===== src/rtl/hs_ifr_misc_typedefs_pkg.sv =====
// Shared typedefs and limits for the hs_cdc family of blocks.
// Optional feature macro used by importers: HS_CDC_PULSE_COLLECTOR_OVF_STICKY_EN.
package hs_ifr_misc_typedefs_pkg;

   localparam int unsigned HS_CDC_MAX_CH     = 32;
   localparam int unsigned HS_CDC_MIN_SYNC   = 2;
   localparam int unsigned HS_CDC_MAX_SYNC   = 32;
   localparam int unsigned HS_CDC_MAX_CNT_W  = 8;

   typedef enum logic {
      PC_IDLE  = 1'b0,
      PC_OFFER = 1'b1
   } hs_cdc_pc_state_e;

   function automatic int unsigned hs_clog2_min1(input int unsigned n);
      return (n > 1) ? $clog2(n) : 1;
   endfunction

endpackage


===== src/rtl/hs_cdc_pulse_collector_ch.sv =====
// One collector channel: edge history, saturating pending counter, optional sticky overflow.
// Sticky overflow is built only with HS_CDC_PULSE_COLLECTOR_OVF_STICKY_EN defined.
module hs_cdc_pulse_collector_ch
   import hs_ifr_misc_typedefs_pkg::*;
#(
   parameter int unsigned CNT_WIDTH = 3
) (
   input  logic                 clk,
   input  logic                 areset,
   input  logic                 synced,
   input  logic                 dec,
   input  logic                 ovf_clr,
   output logic [CNT_WIDTH-1:0] cnt,
   output logic [CNT_WIDTH-1:0] cnt_nxt,
   output logic                 ovf
);

   typedef logic [CNT_WIDTH-1:0] cnt_t;
   localparam cnt_t CNT_MAX = '1;

   logic hist_q;
   logic hist_d;
   logic evt;
   logic drop;
   cnt_t cnt_q;
   cnt_t cnt_d;

   if (CNT_WIDTH < 1 || CNT_WIDTH > HS_CDC_MAX_CNT_W) begin : g_bad_cnt
      $error("hs_cdc_pulse_collector_ch: CNT_WIDTH out of range");
   end

   always_comb begin
      hist_d = synced;
      evt    = synced ^ hist_q;
      drop   = 1'b0;
      cnt_d  = cnt_q;
      if (evt && !dec) begin
         if (cnt_q == CNT_MAX) begin
            drop = 1'b1;
         end else begin
            cnt_d = cnt_q + cnt_t'(1);
         end
      end else if (!evt && dec) begin
         cnt_d = cnt_q - cnt_t'(1);
      end
   end

   always_ff @(posedge clk or posedge areset) begin
      if (areset) begin
         hist_q <= 1'b0;
         cnt_q  <= '0;
      end else begin
         hist_q <= hist_d;
         cnt_q  <= cnt_d;
      end
   end

   assign cnt     = cnt_q;
   assign cnt_nxt = cnt_d;

`ifdef HS_CDC_PULSE_COLLECTOR_OVF_STICKY_EN
   logic ovf_q;
   logic ovf_d;

   // A drop in the same cycle as a clear keeps the flag set.
   always_comb begin
      ovf_d = drop | (ovf_q & ~ovf_clr);
   end

   always_ff @(posedge clk or posedge areset) begin
      if (areset) begin
         ovf_q <= 1'b0;
      end else begin
         ovf_q <= ovf_d;
      end
   end

   assign ovf = ovf_q;
`else
   logic unused_ovf_sink;
   assign unused_ovf_sink = ovf_clr | drop;
   assign ovf             = 1'b0;
`endif

endmodule


===== src/rtl/hs_cdc_syncer.sv =====
// Single-bit multi-flop synchronizer into clk; all stages reset to 0.
module hs_cdc_syncer
   import hs_ifr_misc_typedefs_pkg::*;
#(
   parameter int unsigned SYNC_STAGE = 2
) (
   input  logic clk,
   input  logic areset,
   input  logic d,
   output logic q
);

   logic [SYNC_STAGE-1:0] sync_q;
   logic [SYNC_STAGE-1:0] sync_d;

   if (SYNC_STAGE < HS_CDC_MIN_SYNC || SYNC_STAGE > HS_CDC_MAX_SYNC) begin : g_bad_sync
      $error("hs_cdc_syncer: SYNC_STAGE out of range");
   end

   always_comb begin
      sync_d = {sync_q[SYNC_STAGE-2:0], d};
   end

   always_ff @(posedge clk or posedge areset) begin
      if (areset) begin
         sync_q <= '0;
      end else begin
         sync_q <= sync_d;
      end
   end

   assign q = sync_q[SYNC_STAGE-1];

endmodule


===== src/rtl/hs_cdc_pulse_collector.sv =====
// Multi-channel toggle collector: per-channel sync + pending counters, drained round-robin.
// Sticky overflow flags need HS_CDC_PULSE_COLLECTOR_OVF_STICKY_EN; otherwise ovf reads 0.
module hs_cdc_pulse_collector
   import hs_ifr_misc_typedefs_pkg::*;
#(
   parameter  int unsigned CH_NUM     = 4,
   parameter  int unsigned SYNC_STAGE = 2,
   parameter  int unsigned CNT_WIDTH  = 3,
   localparam int unsigned CH_W       = (CH_NUM > 1) ? $clog2(CH_NUM) : 1
) (
   input  logic              clk,
   input  logic              areset,
   input  logic [CH_NUM-1:0] tgl_in,
   output logic              out_valid,
   input  logic              out_ready,
   output logic [CH_W-1:0]   out_ch,
   output logic [CH_NUM-1:0] ovf,
   input  logic [CH_NUM-1:0] ovf_clr
);

   typedef logic [CNT_WIDTH-1:0] cnt_t;
   typedef logic [CH_W-1:0]      ch_t;

   logic [CH_NUM-1:0] synced;
   logic [CH_NUM-1:0] dec;
   logic [CH_NUM-1:0] pend_now;
   logic [CH_NUM-1:0] pend_nxt;
   cnt_t              cnt     [CH_NUM];
   cnt_t              cnt_nxt [CH_NUM];

   hs_cdc_pc_state_e state_q;
   hs_cdc_pc_state_e state_d;
   ch_t              out_ch_q;
   ch_t              out_ch_d;
   ch_t              ptr_q;
   ch_t              ptr_d;
   logic             hs;

   if (CH_NUM < 1 || CH_NUM > HS_CDC_MAX_CH) begin : g_bad_ch
      $error("hs_cdc_pulse_collector: CH_NUM out of range");
   end

   function automatic ch_t ch_inc(input ch_t c);
      if (32'(c) >= CH_NUM - 1) begin
         return '0;
      end
      return c + ch_t'(1);
   endfunction

   function automatic ch_t rr_pick(input logic [CH_NUM-1:0] mask, input ch_t start);
      int unsigned idx;
      logic        found;
      ch_t         pick;
      pick  = start;
      found = 1'b0;
      for (int unsigned i = 0; i < CH_NUM; i++) begin
         idx = (32'(start) + i) % CH_NUM;
         if (!found && mask[ch_t'(idx)]) begin
            pick  = ch_t'(idx);
            found = 1'b1;
         end
      end
      return pick;
   endfunction

   assign hs = (state_q == PC_OFFER) && out_ready;

   for (genvar g = 0; g < CH_NUM; g++) begin : g_ch
      hs_cdc_syncer #(
         .SYNC_STAGE (SYNC_STAGE)
      ) u_sync (
         .clk    (clk),
         .areset (areset),
         .d      (tgl_in[g]),
         .q      (synced[g])
      );

      hs_cdc_pulse_collector_ch #(
         .CNT_WIDTH (CNT_WIDTH)
      ) u_ch (
         .clk     (clk),
         .areset  (areset),
         .synced  (synced[g]),
         .dec     (dec[g]),
         .ovf_clr (ovf_clr[g]),
         .cnt     (cnt[g]),
         .cnt_nxt (cnt_nxt[g]),
         .ovf     (ovf[g])
      );

      assign dec[g]      = hs && (out_ch_q == ch_t'(g));
      assign pend_now[g] = (cnt[g] != '0);
      assign pend_nxt[g] = (cnt_nxt[g] != '0);
   end

   // On a handshake the next grant is chosen from the post-update counts so that
   // an event landing this cycle keeps the stream running without an IDLE bubble.
   always_comb begin
      state_d  = state_q;
      out_ch_d = out_ch_q;
      ptr_d    = ptr_q;
      case (state_q)
         PC_IDLE: begin
            if (|pend_now) begin
               out_ch_d = rr_pick(pend_now, ch_inc(ptr_q));
               state_d  = PC_OFFER;
            end
         end
         PC_OFFER: begin
            if (out_ready) begin
               ptr_d = out_ch_q;
               if (|pend_nxt) begin
                  out_ch_d = rr_pick(pend_nxt, ch_inc(out_ch_q));
               end else begin
                  state_d = PC_IDLE;
               end
            end
         end
         default: begin
            state_d = PC_IDLE;
         end
      endcase
   end

   always_ff @(posedge clk or posedge areset) begin
      if (areset) begin
         state_q  <= PC_IDLE;
         out_ch_q <= '0;
         ptr_q    <= '0;
      end else begin
         state_q  <= state_d;
         out_ch_q <= out_ch_d;
         ptr_q    <= ptr_d;
      end
   end

   assign out_valid = (state_q == PC_OFFER);
   assign out_ch    = out_ch_q;

endmodule


===== config.mk =====
export PLATFORM = sky130hd
export DESIGN_NAME = hs_cdc_pulse_collector
export DESIGN_NICKNAME = d
export VERILOG_FILES = /design/src/rtl/hs_ifr_misc_typedefs_pkg.sv /design/src/rtl/hs_cdc_pulse_collector_ch.sv /design/src/rtl/hs_cdc_syncer.sv /design/src/rtl/hs_cdc_pulse_collector.sv
export SDC_FILE = /design/constraint.sdc
export NUM_CORES = 1
export LEC_CHECK = 0
export BUFFER_PORTS_ARGS = -buffer_cell sky130_fd_sc_hd__buf_2
export CORE_MARGIN = 1.5
export CORE_UTILIZATION = 47
export CTS_CLUSTER_SIZE = 8
export DETAILED_ROUTE_END_ITERATION = 10
export PLACE_DENSITY = 0.64
export SLEW_MARGIN = 25
export SYNTH_ARGS = -nofsm -noshare
export SYNTH_HDL_FRONTEND = slang
export SYNTH_SLANG_ARGS = --single-unit

===== constraint.sdc =====
create_clock -name clk -period 5.6 [get_ports clk]
set_clock_uncertainty 0.05 [all_clocks]
set_input_delay 0.28 -clock clk [delete_from_list [all_inputs] [get_ports clk]]
set_output_delay 0.28 -clock clk [all_outputs]
set_load 0.01 [all_outputs]

After elaboration in Yosys (flattened, before gate mapping)
Index checks and enable logic that the tools add are counted.
{"block": "totals", "input_bits": 11, "wordCells": 181, "output_inout_bits": 7, "reg_bits": 29}
{"block": "classes", "order_cmp": 10, "muxes": 79, "n_bitwise": 5, "n_eq_ne": 10, "n_reduce_logical": 46, "add_sub_neg": 16}
{"op": "2-to-1 mux 1 bit", "count": 39}
{"op": "2-to-1 mux 2 bit", "count": 18}
{"op": "2-to-1 mux 3 bit", "count": 12}
{"op": "< comparator 2 x 3 -> 1 bit (second input constant)", "count": 8}
{"op": "nonzero test 3 bit", "count": 8}
{"op": "logical AND 1 bit", "count": 19}
{"op": "binary-select mux 1 bit (select 2 bit)", "count": 8}
{"op": "logical NOT 1 bit", "count": 14}
{"op": "adder 3 x 1 -> 3 bit (second input constant)", "count": 4}
{"op": "== test 3 bit (second input constant)", "count": 4}
{"op": "subtractor 3 x 1 -> 3 bit (second input constant)", "count": 4}
{"op": "adder 2 x 1 -> 2 bit (second input constant)", "count": 4}
{"op": "adder 2 bit (second input constant)", "count": 4}
{"op": "OR reduction 4 bit", "count": 2}
{"op": "== test 2 bit (second input constant)", "count": 2}
{"op": "greater-or-equal comparator 2 bit (second input constant)", "count": 2}
{"op": "inequality test 2 bit (second input constant)", "count": 2}
{"op": "case mux 2 bit (2 select lines)", "count": 1}
{"op": "XOR 1 bit", "count": 4}
{"op": "AND reduction 3 bit", "count": 1}
{"op": "== test 2 x 1 -> 1 bit (second input constant)", "count": 1}
{"op": "logical NOT 2 bit", "count": 1}
{"op": "inequality test 2 x 1 -> 1 bit (second input constant)", "count": 1}
{"op": "case mux 1 bit (2 select lines)", "count": 1}
{"op": "2 further kinds", "count": 2}

Depth between registers and ports, before layout
Gate-level depths: netlist of run 1.
{"block": "logic_depth", "ltp_word": 38, "ltp_mapped": 10, "mapped_depth_nobuf": 10}

By module
From an unflattened synthesis of run 1, not the netlist that was laid out.
{"block": "hier_totals", "hier_cells": 182, "area_unflattened_um2": 1814.2}
{"module": "hs_cdc_pulse_collector_ch", "seq_area_each_um2": 100.1, "instances": 4, "cells_each": 23, "area_per_inst_um2": 246.5}
{"module": "hs_cdc_pulse_collector", "seq_area_each_um2": 125.1, "instances": 1, "cells_each": 78, "area_per_inst_um2": 613.1}
{"module": "hs_cdc_syncer", "seq_area_each_um2": 50.0, "instances": 4, "cells_each": 3, "area_per_inst_um2": 53.8}

Worst setup path before layout of run 1
Ideal clock, no wire load.
{"block": "synth_timing", "path_kind": "flip-flop to flip-flop", "start": "register out_ch_q[0], in the netlist out_ch[0]", "end": "register out_ch_q[0], in the netlist out_ch[0]", "synth_period_minus_slack_ns": 2.515, "setup_time_ns": 0.082, "arrival_ns": 2.383, "path_stages_with_launch": 11, "path_buffers": 0, "setup_slack_ns": 3.085, "required_time_ns": 5.468, "path_cell_list": "dfrtp_1 > inv_1 > ha_1 > nand3_2 > a21o_1 > a221o_1 > or3_4 > o211ai_2 > o211ai_1 > a311o_1 > a31oi_1"}
{"element": "from (decl)", "line": "hs_cdc_pulse_collector.sv:33", "source": "ch_t out_ch_q;"}
{"element": "from (signal assigned)", "line": "hs_cdc_pulse_collector.sv:132", "source": "out_ch_q <= out_ch_d;"}

==> results of run 1 <==
[cell usage after synthesis (5+ instances only)]
master	count	share of area
sky130_fd_sc_hd__buf_4	5	0.020
sky130_fd_sc_hd__xnor2_1	6	0.028
sky130_fd_sc_hd__ha_1	17	0.11
sky130_fd_sc_hd__nor2_1	5	0.0099
sky130_fd_sc_hd__a21oi_1	10	0.026
sky130_fd_sc_hd__nand3_1	6	0.016
sky130_fd_sc_hd__dfrtp_1	29	0.38
sky130_fd_sc_hd__o211ai_1	6	0.024
sky130_fd_sc_hd__nand2_1	9	0.018
sky130_fd_sc_hd__inv_1	14	0.028
sky130_fd_sc_hd__mux2i_1	6	0.032
sky130_fd_sc_hd__o21ai_0	15	0.040
[path summary, 6_finish.rpt]
check                           slack [ns]                               start                            endpoint  depth (start not counted)
worst max-delay path                  2.69               out_ch[0]$_DFFE_PP0P_               out_ch[0]$_DFFE_PP0P_                         10
worst min-delay path                 0.008                              areset       g_ch[0].u_ch.cnt[1]$_DFF_PP0_                          2
worst max register to register        2.69               out_ch[0]$_DFFE_PP0P_               out_ch[0]$_DFFE_PP0P_                         10
worst min register to register        0.30  g_ch[0].u_sync.sync_q[0]$_DFF_PP0_  g_ch[0].u_sync.sync_q[1]$_DFF_PP0_                          0
max in group asynchronous             5.10                              areset       g_ch[3].u_ch.cnt[1]$_DFF_PP0_                          2
min in group clk                      0.05                           tgl_in[0]  g_ch[0].u_sync.sync_q[0]$_DFF_PP0_                          1
[through the flow]
step	power (W)	cell area (µm²)
6_report	0.000974	2020
5_1_grt	0.00105	2020
4_1_cts	0.000977	2020
3_5_place_dp	0.000800	1930
3_3_place_gp	0.000770	1930
2_1_floorplan	0.000694	1900
[worst max-delay path, delay by kind of cell (launching register included)]
kind	cells	cell delay, ns
DFF	1	0.47
adders and majority gates	1	0.30
buffers and inverters	1	0.15
and+or+nand+nor	2	0.48
AOI/OAI and AO/OA	6	1.36
[sequential cells by signal (all words and copies together), names as in the netlist]
name                count
out_ch                  2
ptr_q                   2
out_valid               1
g_ch.u_ch.cnt          12
g_ch.u_sync.sync_q      8
g_ch.u_ch.hist_q        4
[logic make-up after synthesis]
kind of cell / after synthesis / synth area share
other cells: 1 / 0.00198
xor+xnor: 10 / 0.0543
mux: 7 / 0.0377
compound gates: 54 / 0.195
flops: 29 / 0.384
fa+ha+maj: 17 / 0.113
simple gates: 46 / 0.141
buf+inv: 25 / 0.0735
[final cells by class]
cell class	instances	area, µm²	share of cell area
Multi-Input combinational cell	138	1040	0.514
Sequential cell	29	726	0.360
Clock buffer	7	86.3	0.0428
Inverter	17	63.8	0.0316
Tap cell	48	60.1	0.0298
Timing Repair Buffer	9	45.0	0.0223
[placed cells by master (no fill, tap or decap), types with 3 or more instances in the layout]
cell                       count
sky130_fd_sc_hd__dfrtp_1      29
sky130_fd_sc_hd__ha_1         17
sky130_fd_sc_hd__o21ai_0      15
sky130_fd_sc_hd__inv_1        13
sky130_fd_sc_hd__a21oi_1      10
sky130_fd_sc_hd__nand2_1       9
sky130_fd_sc_hd__buf_2         9
sky130_fd_sc_hd__nand3_1       6
sky130_fd_sc_hd__o211ai_1      6
sky130_fd_sc_hd__mux2i_1       6
sky130_fd_sc_hd__xnor2_1       6
sky130_fd_sc_hd__clkbuf_8      6
sky130_fd_sc_hd__nor2_1        5
sky130_fd_sc_hd__a31oi_1       4
sky130_fd_sc_hd__and3_1        4
sky130_fd_sc_hd__nor3_1        4
sky130_fd_sc_hd__nor2b_1       4
sky130_fd_sc_hd__conb_1        4
sky130_fd_sc_hd__a32oi_1       3
[power by group through the flow]
stage | clock (W) | combinational (W) | sequential [W]
2_1_floorplan | 0 | 0.000381 | 0.000313
3_3_place_gp | 0 | 0.000451 | 0.000319
6_report | 0.000173 | 0.000484 | 0.000318
4_1_cts | 0.000176 | 0.000483 | 0.000318
5_1_grt | 0.000186 | 0.000542 | 0.000324
3_5_place_dp | 0 | 0.000478 | 0.000322
[routing by layer]
layer | wire length, µm | global-route usage | vias to the layer above
li1 | - | - | 698
met1 | 1650 | 0.229 | 694
met2 | 1710 | 0.299 | 37
met3 | 126 | 0.0375 | 12
met4 | 109 | 0.122 | 0
met5 | 0 | 0 | -
==> flow_summary.ini, run 1 <==
[clocking]
clockRootBuffer = sky130_fd_sc_hd__clkbuf_8
numCtsBuffers = 5
cts.path.max_buffers = 2
tritoncts = done
postCtsSetupBuffers = 0
cts_hold_buf = 0
post_cts_resized = 0
cts_num_sinks = 29
cts.htree.levels = 2
insertion_delay_ns = 0.29
worst_setup_hold_path_clk_slew_ns = 0.06

[synthesis]
yosys_register_bits = 29
yosysSeqAreaShare = 0.384
share_of_synthesized_registers_carrying_an_async_set_or_reset = 1.00
synthFlopType = sky130_fd_sc_hd__dfrtp_1
mappedNetlistArea_um2 = 1890
number_of_unique_standard_cell_types_used_by_synthesis = 46
syn-instance-count = 189
synth-warning-count = 0
synth.avg_cell_area_um2 = 10.0
synth_edf_count = 0

[routing]
drcViolationCount = 0
ant_nets = 0
drtPass1Iterations = 4
vias_per_cell = 5.81
postRouteWirelength_mm = 3.60
detailroute.via_count = 1441
avgRoutedWirePerCell_um = 14.5
drt_first_iter_violations = 77

[grt]
grtUsageTotal = 0.187
grt_max_degree = 30
antenna_violations_before_repair = 0
grt_overflow_total = 0
grt_first_pass_wirelength_mm = 6.07
grt_pass1_vias = 1368

[placed_design]
total_placed_cells_including_tap_cells = 241
count_of_input_and_output_buffers = 9
hpwlAfterDp_mm = 2.65
place_congestion = 0.921
pre_cts_slack_ns = 2.72

[sta]
slew-limit-headroom = 0.502
rsz0062_at_grt = no
tightest_slew_ns = 0.748
holdWs_ns = 0.00835
postLayoutSetupSlackWorst_ns = 2.69
final.min_clock_period_ns = 2.91
timing.setup.tns_ns = 0
finalCritPeriodShare = 0.519
hold_viol = 0
max_freq_ghz = 0.344
setup-violations-final = 0
drv_slew = 0

[power]
power.share.combinational = 0.497
net-switching-power_w = 0.000407
ir_drop_mv = 0.258
p_int_w = 0.000567
pwr-share-seq = 0.326
p_leak_nw = 0.875
clk_pwr_share = 0.177
switching_portion_of_total_power = 0.418
powerDensity_nw_per_um2 = 482

[hold_path]
hold_class = input port to asynchronous set/reset pin

[floorplan]
die_w_um = 66.4
io_pins = 18
core_area_um2 = 3770
overall_die_area_um2 = 4410
die_h_um = 66.4
placementRows = 22
initial_core_utilization = 0.501

[critical_path]
critical_path_peak_fanout = 8
timing.critical_path.from_type = flop
worst_ep_arrival_time_ns = 3.07
crit_path_cell_trace = inv_1, ha_1, nand3_2, a21o_1, a221o_1, or3_4, a22oi_1, o211ai_1, a311o_1, a31oi_1
timing.critical_path.slowest_cell_delay_ns = 0.47
critical_path.endpoint_type = flop
path_class = flop to flop
worst_path_max_delay_cell = sky130_fd_sc_hd__dfrtp_1
critical_path_required_ns = 5.76

[cells_and_area]
fillers = 320
finish.utilization = 0.535
areaGrowthSynthToFinish_pct = 6.75
fraction_of_final_layout_cells_sized_beyond_drive_strength_1 = 0.135
finish.net_count = 228
layout.cells.non_filler = 248
antenna_cells_inserted = 0

[flow_run]
count_of_maximum_capacitance_violations = 0

[run_status]
outcome = completed
Note: power is estimated with default switching activity, not from simulation.
==> run 2: changes to the inputs <==
- PLACE_DENSITY: 0.64 -> 0.66
- clock period: 5.6 -> 2.59 ns (I/O delays scaled with it)
==> flow_summary.ini, run 2 (synthesized netlist as in run 1, its figures left out) <==
[run_status]
outcome = completed

[floorplan]
placementRows = 22
io_pins = 18
die_h_um = 66.4
overall_die_area_um2 = 4410
core_area_um2 = 3770
die_w_um = 66.4
initial_core_utilization = 0.501

[cells_and_area]
areaGrowthSynthToFinish_pct = 24.1
layout_common_cells = sky130_fd_sc_hd__dfrtp_1 (28), sky130_fd_sc_hd__o21ai_0 (15), sky130_fd_sc_hd__buf_4 (14)
finish.net_count = 248
max_ffs_per_register = 12
layout.cells.non_filler = 269
fin_area_um2 = 2350
antenna_cells_inserted = 0
fraction_of_final_layout_cells_sized_beyond_drive_strength_1 = 0.271
mostFrequentLayoutCell = sky130_fd_sc_hd__dfrtp_1

[power]
p_leak_nw = 0.998
total_power_w = 0.00254
powerDensity_nw_per_um2 = 1080
ir_drop_mv = 0.570

[critical_path]
critical_path_required_ns = 2.74
timing.critical_path.slowest_cell_delay_ns = 0.38
critical_path_peak_fanout = 6
worst_path_max_delay_cell = sky130_fd_sc_hd__dfrtp_1
crit_path_cell_trace = inv_2, ha_4, nand3_2, a21o_1, a221o_1, or3_4, o211ai_2, o211ai_1, a311o_1, a31oi_1
worst_ep_arrival_time_ns = 2.71
critical_path.endpoint_type = flop
path_delay_family = compound AO/OA/AOI/OAI gates
timing.critical_path.from_type = flop
crit_buf_inv = 1
path_class = flop to flop

[sta]
setup-violations-final = 0
drv_slew = 0
timing.setup.tns_ns = 0
rsz0062_at_grt = yes
max_freq_ghz = 0.391
slew-limit-headroom = 0.641
hold_viol = 0
holdWs_ns = 0.296
finalCritPeriodShare = 0.986
final.min_clock_period_ns = 2.55
tightest_slew_ns = 0.536

[placed_design]
total_placed_cells_including_tap_cells = 251
count_of_input_and_output_buffers = 9
postPlaceCellArea_um2 = 2020
hpwlAfterDp_mm = 2.80
place_congestion = 0.851

[grt]
grtUsageTotal = 0.205
antenna_violations_before_repair = 0
grt_first_pass_wirelength_mm = 6.67
grt_pass1_vias = 1490
grt_max_degree = 30
grt_overflow_total = 0

[hold_path]
hold_class = flop to flop

[clocking]
tritoncts = done
cts.path.max_buffers = 2
clockRootBuffer = sky130_fd_sc_hd__clkbuf_8
insertion_delay_ns = 0.28
worst_setup_hold_path_clk_slew_ns = 0.06
cts.htree.levels = 2
cts_num_sinks = 29
numCtsBuffers = 5

[routing]
detailroute.via_count = 1508
vias_per_cell = 5.61
drt_first_iter_violations = 72
postRouteWirelength_mm = 3.99
avgRoutedWirePerCell_um = 14.8
drtPass1Iterations = 4
drcViolationCount = 0
ant_nets = 0

[flow_run]
count_of_maximum_capacitance_violations = 0
==> run 2: changes by cell type in the layout (fill, tap and decap cells not counted), sizes merged <==
| cell | previous run | this run |
|---|---|---|
| buf | 9 | 24 |
| bufinv | 0 | 1 |
| dlygate4sd3 | 0 | 5 |
==> run 2: area by class of cell <==
cell class | instances | area, µm²
fillers | 301 | 1430
inverters | 17 | 63.8
clock buffers | 7 | 86.3
clock inverters | 1 | 30.0
flip-flops and latches | 29 | 727
well taps | 48 | 60.1
multi-input cells | 138 | 1160
repair buffers | 29 | 220
==> run 2: worst register-to-register path: cells and delay by family (launching register included) <==
family	cells	cell delay [ns]
AND/OR/NAND/NOR	2	0.45
flip-flops	1	0.38
AO/OA/AOI/OAI	6	1.28
buffers and inverters	1	0.12
adder cells (fa/ha/maj)	1	0.18
==> run 2: power breakdown <==
| group | switching, W | internal [W] |
|---|---|---|
| Sequential | 0.000117 | 0.000573 |
| Clock | 0.000160 | 0.000313 |
| Combinational | 0.000730 | 0.000651 |
| Total | 0.00101 | 0.00154 |
==> run 2: routing by layer <==
metal	vias to the layer above	global-route usage	part of all wire
li1	743	-	-
met2	40	0.348	0.51
met1	720	0.247	0.44
met5	-	0	0
met3	5	0.0511	0.042
met4	0	0.0816	0.013
==> run 2: path summary, 6_finish.rpt <==
| check | end | startpoint | depth (start not counted) | slack, ns |
|---|---|---|---|---|
| worst min register to register | g_ch[0].u_sync.sync_q[1]$_DFF_PP0_ | g_ch[0].u_sync.sync_q[0]$_DFF_PP0_ | 0 | 0.30 |
| max in group asynchronous | out_ch[1]$_DFFE_PP0P_ | areset | 4 | 1.80 |
| worst max register to register | out_ch[0]$_DFFE_PP0P_ | out_ch[0]$_DFFE_PP0P_ | 10 | 0.04 |
| min in group asynchronous | g_ch[1].u_ch.cnt[2]$_DFF_PP0_ | areset | 4 | 0.40 |
| worst max-delay path | out_ch[0]$_DFFE_PP0P_ | out_ch[0]$_DFFE_PP0P_ | 10 | 0.04 |
| worst min-delay path | g_ch[0].u_sync.sync_q[1]$_DFF_PP0_ | g_ch[0].u_sync.sync_q[0]$_DFF_PP0_ | 0 | 0.30 |
==> run 2: repair_timing <==
action                     CTS  global route
resized for setup            6            18
pin swaps                    1             6
hold buffers                 5             0
buffers inserted             0             5
hold endpoints to repair    33             0
setup endpoints to repair    2             2
==> run 2: through the flow <==
step | utilization | worst slack, ns
6_report | 0.622 | 0.0351
3_5_place_dp | 0.536 | -0.0202
3_3_place_gp | 0.536 | 0.0417
5_1_grt | 0.622 | -0.0406
2_1_floorplan | - | 0.0749
4_1_cts | 0.588 | 0.00209
